## src/rtl/fifo2stream.sv

```systemverilog
// fifo2stream: drains a 1-cycle-latency FIFO read port (fifo_ren/fifo_rdata/fifo_rempty)
// into a registered valid/ready stream. It uses a two-entry buffer (head + skid) so that
// one word per cycle is sustained. m_ready only reaches fifo_ren through pop.
// Optional build macro FIFO2STREAM_CNT_EN adds a 32-bit beat counter output (beat_cnt).
//
// Handshake: a word transfers on a rising clk edge where m_valid=1 and m_ready=1.
// Once m_valid is raised, m_valid and m_data hold until that transfer happens.
// A FIFO read is accepted on an edge where fifo_ren=1 and fifo_rempty=0. Its data
// appears on fifo_rdata during the following cycle.
module fifo2stream #(
  parameter int FIFO_WIDTH = 8
) (
  input  logic                  clk,
  input  logic                  arstn,
  output logic                  fifo_ren,
  input  logic [FIFO_WIDTH-1:0] fifo_rdata,
  input  logic                  fifo_rempty,
  output logic                  m_valid,
  output logic [FIFO_WIDTH-1:0] m_data,
  input  logic                  m_ready
`ifdef FIFO2STREAM_CNT_EN
  ,
  output logic [31:0]           beat_cnt
`endif
);

  // run_q holds reads off while reset is asserted. This keeps fifo_ren low during reset
  // without a combinational path from arstn.
  logic                  run_q, run_d;
  logic                  inflight_q, inflight_d;
  logic [1:0]            occ_q, occ_d;
  logic [FIFO_WIDTH-1:0] head_q, head_d;
  logic [FIFO_WIDTH-1:0] skid_q, skid_d;

  logic                  pop;
  logic [2:0]            occ_sum;
  logic [1:0]            occ_rem;

  // Occupancy bookkeeping and read request. Only registered state and fifo_rempty are
  // used, plus m_ready through pop.
  always_comb begin
    pop      = (occ_q != 2'd0) & m_ready;
    occ_sum  = {1'b0, occ_q} + {2'b00, inflight_q} - {2'b00, pop};
    occ_rem  = occ_q - {1'b0, pop};
    fifo_ren = run_q & ~fifo_rempty & (occ_sum < 3'd2);
  end

  // Next-state logic. Remove the popped word first, then append the arriving word
  // behind whatever is left.
  always_comb begin
    run_d      = 1'b1;
    inflight_d = fifo_ren;
    occ_d      = occ_sum[1:0];
    head_d     = head_q;
    skid_d     = skid_q;
    if (pop && (occ_q == 2'd2)) begin
      head_d = skid_q;
    end
    if (inflight_q) begin
      if (occ_rem == 2'd0) begin
        head_d = fifo_rdata;
      end else begin
        skid_d = fifo_rdata;
      end
    end
  end

  // State registers. Reset drops any word that is still in flight.
  always_ff @(posedge clk or negedge arstn) begin
    if (!arstn) begin
      run_q      <= 1'b0;
      inflight_q <= 1'b0;
      occ_q      <= 2'd0;
      head_q     <= '0;
      skid_q     <= '0;
    end else begin
      run_q      <= run_d;
      inflight_q <= inflight_d;
      occ_q      <= occ_d;
      head_q     <= head_d;
      skid_q     <= skid_d;
    end
  end

  assign m_valid = (occ_q != 2'd0);
  assign m_data  = head_q;

  // The read throttle guarantees the buffer can never hold more than two words.
  a_no_overflow: assert property (@(posedge clk) disable iff (!arstn) occ_sum <= 3'd2);
  // A read must never be requested while the FIFO is empty.
  a_no_empty_read: assert property (@(posedge clk) disable iff (!arstn) !(fifo_ren && fifo_rempty));

`ifdef FIFO2STREAM_CNT_EN
  logic [31:0] beat_cnt_q, beat_cnt_d;

  // Count completed output transfers. The counter wraps naturally at 2^32.
  always_comb begin
    beat_cnt_d = beat_cnt_q + {31'd0, pop};
  end

  // Beat counter register.
  always_ff @(posedge clk or negedge arstn) begin
    if (!arstn) begin
      beat_cnt_q <= 32'd0;
    end else begin
      beat_cnt_q <= beat_cnt_d;
    end
  end

  assign beat_cnt = beat_cnt_q;
`endif

endmodule
```

## config.mk

```make
export PLATFORM = sky130hd
export DESIGN_NAME = fifo2stream
export DESIGN_NICKNAME = d
export VERILOG_FILES = /design/src/rtl/fifo2stream.sv
export SDC_FILE = /design/constraint.sdc
export NUM_CORES = 1
export LEC_CHECK = 0
export BUFFER_PORTS_ARGS = -buffer_cell sky130_fd_sc_hd__buf_2
export CORE_ASPECT_RATIO = 0.9
export CORE_MARGIN = 2
export CORE_UTILIZATION = 54
export CTS_CLUSTER_DIAMETER = 50
export DETAILED_ROUTE_END_ITERATION = 10
export MAX_ROUTING_LAYER = met4
export PLACE_DENSITY = 0.8
export SYNTH_ARGS = -nofsm -noshare
export SYNTH_HDL_FRONTEND = slang
export SYNTH_SLANG_ARGS = --single-unit
```

## constraint.sdc

```tcl
create_clock -name clk -period 4.5 [get_ports clk]
set_input_delay 0.675 -clock clk [delete_from_list [all_inputs] [get_ports clk]]
set_output_delay 0.675 -clock clk [all_outputs]
set_load 0.05 [all_outputs]
```

==> out/results.ini <==
[global_routing]
grt.overflow.total=0
antenna_found_initial=0
grt_pass1_vias=544
grt_pass1_wl_um=2420
grt.total_usage=0.181
grt_start_max_net_pins=21

[placed_design]
dp_cells=102
place_congestion=0.725
pre_cts_slack_ps=1270
port-buffer-count=21

[detailed_routing]
drt_first_iter_violations=4
vias_per_cell=5.08
ant_nets=0
finalWirelength_um=1400
wl_per_cell_um=13.2
drc_errors=0
drt-pass1-iter-count=4
vias=539

[die]
die_area_mm2=0.00204
die_x_um=47.4
rows=14
ioPinCount=22
placeableCoreArea_mm2=0.00163
initial_core_util=0.561
die_y_um=43.0

[timing]
setup_tns_ps=0
slew_viol_final=0
period_share=0.714
period_minus_slack_ps=3210
clock-skew-final_ps=4.56
rsz0062_at_grt=false
fmax_mhz=311
setup_viol=0
hold_violations=0
setup_slack_ps=1290

[clock_tree]
clock_path_buffers=2
clock_sinks=20
numCtsBuffers=3
clockRootBuffer=clkbuf_4
cts_resized=0
insertion_delay_ps=290
postCtsHoldBufs=0
cts_htree_levels=1
tritoncts=done
clk_pin_slew_ps=110
post_cts_buffers=0

[critical_path]
timing.rr.end=inflight_q$_DFF_PN0_
reg2reg_from=occ_q[1]$_DFF_PN0_
endpoint_kind=output port
start_kind=input port
path_max_fanout=10
cp_data_arrival_time_ps=2540
critPathCapture=fifo_ren
crit_start=m_ready
critical_path_class=input port to output port
reg2reg_depth=7
critPathRequiredTime_ps=3830
r2r_setup_slack_ps=2500

[power_and_ir_drop]
power_density_mw_per_mm2=792
power_leakage_nw=0.549
irDropWorstVdd_v=0.000417
finalPower_mw=0.852

[yosys]
postSynthCellCount=58
synth_cell_type_count=18
syn_area_um2=913
synth_area_per_cell_um2=15.7
synth_edf_count=0
synthArstFlopShare=1.00
yosysWarnings=0
synth-seq-cells=20
ys.flop_type=dfrtp_1
syn_nets=72
seq_area_frac_synth=0.548

[layout]
final_cells=106
drive_above_1_share=0.573
ff_latch_area_um2=500
nNetsFinal=97
nFillCells=140
n_antenna_cell=0
area_delta_synth_final_pct=17.8
multi_input_area_um2=393

[run_status]
outcome=finished clean

[worst_hold_path]
hold_class=input port to async pin

[job]
drv_cap=0

[critical path, stage by stage]
cell	delay (ps)
buf_2	100
nand3b_1	70
buf_4	220
nand2_1	90
ha_1	200
fa_1	380
xnor2_1	140
nor4b_1	320
buf_2	340
[cell usage in the layout, fill, tap and decap left out, drive strengths merged]
cell type	count
mux2	24
buf	22
dfrtp	20
clkbuf	4
nand3b	1
inv	1
nand2b	1
nand3	1
or2	1
nand2	1
xnor2	1
nor4b	1
a21bo	1
fa	1
ha	1
conb	1
[layout make-up]
type | count | area share
Sequential cell | 20 | 0.465
Multi-Input combinational cell | 35 | 0.365
Timing Repair Buffer | 22 | 0.105
Clock buffer | 4 | 0.0337
Tap cell | 24 | 0.0279
Inverter | 1 | 0.00349
[how the worst min path moves through the flow]
stage	startpoint	end	depth (start not counted)
6_report	arstn	skid_q[5]$_DFFE_PN0P_	1
5_1_grt	arstn	m_data[6]$_DFF_PN0_	1
4_1_cts	arstn	m_data[1]$_DFF_PN0_	1
3_5_place_dp	skid_q[2]$_DFFE_PN0P_	skid_q[2]$_DFFE_PN0P_	1
3_3_place_gp	skid_q[1]$_DFFE_PN0P_	skid_q[1]$_DFFE_PN0P_	1
2_1_floorplan	arstn	inflight_q$_DFF_PN0_	0
[stage by stage]
| stage | cell area [um^2] | utilization | hold WS, ps |
|---|---|---|---|
| 2_1_floorplan | 913 | - | 379 |
| 3_3_place_gp | 1040 | 0.638 | 475 |
| 3_5_place_dp | 1040 | 0.638 | 484 |
| 4_1_cts | 1080 | 0.661 | 308 |
| 5_1_grt | 1080 | 0.661 | 315 |
| 6_report | 1080 | 0.661 | 305 |
[registers in the layout, summed over array words and instances, names as in the netlist]
signal / flops
skid_q: 8
occ_q: 2
run_q: 1
inflight_q: 1
m_data: 8
[cell families after synthesis]
logic type,after synthesis,share of synthesized area
and+or+nand+nor,6,0.0411
AOI/OAI and AO/OA,1,0.0110
buffers and inverters,3,0.0219
xor gates and xnor gates,1,0.00959
other,1,0.00411
muxes,24,0.329
adders and majority gates,2,0.0356
DFF,20,0.548
[cells in the mapped netlist, types with 4 or more instances]
| master | n | area share |
|---|---|---|
| mux2_1 | 4 | 0.049 |
| dfrtp_1 | 20 | 0.55 |
| mux2_4 | 8 | 0.13 |
| mux2_2 | 12 | 0.15 |
[metal layers]
metal,vias to the layer above,track usage,wire length [um]
met1,277,0.215,644
met4,0,0.0833,9
li1,250,-,-
met2,10,0.270,694
met3,2,0.0638,52
met5,-,-,0
[where the power goes]
group / switching (mW) / internal (mW)
clock network: 0.0518 / 0.0492
logic: 0.253 / 0.192
registers: 0.0423 / 0.264
(Power assumes the default switching activity.)
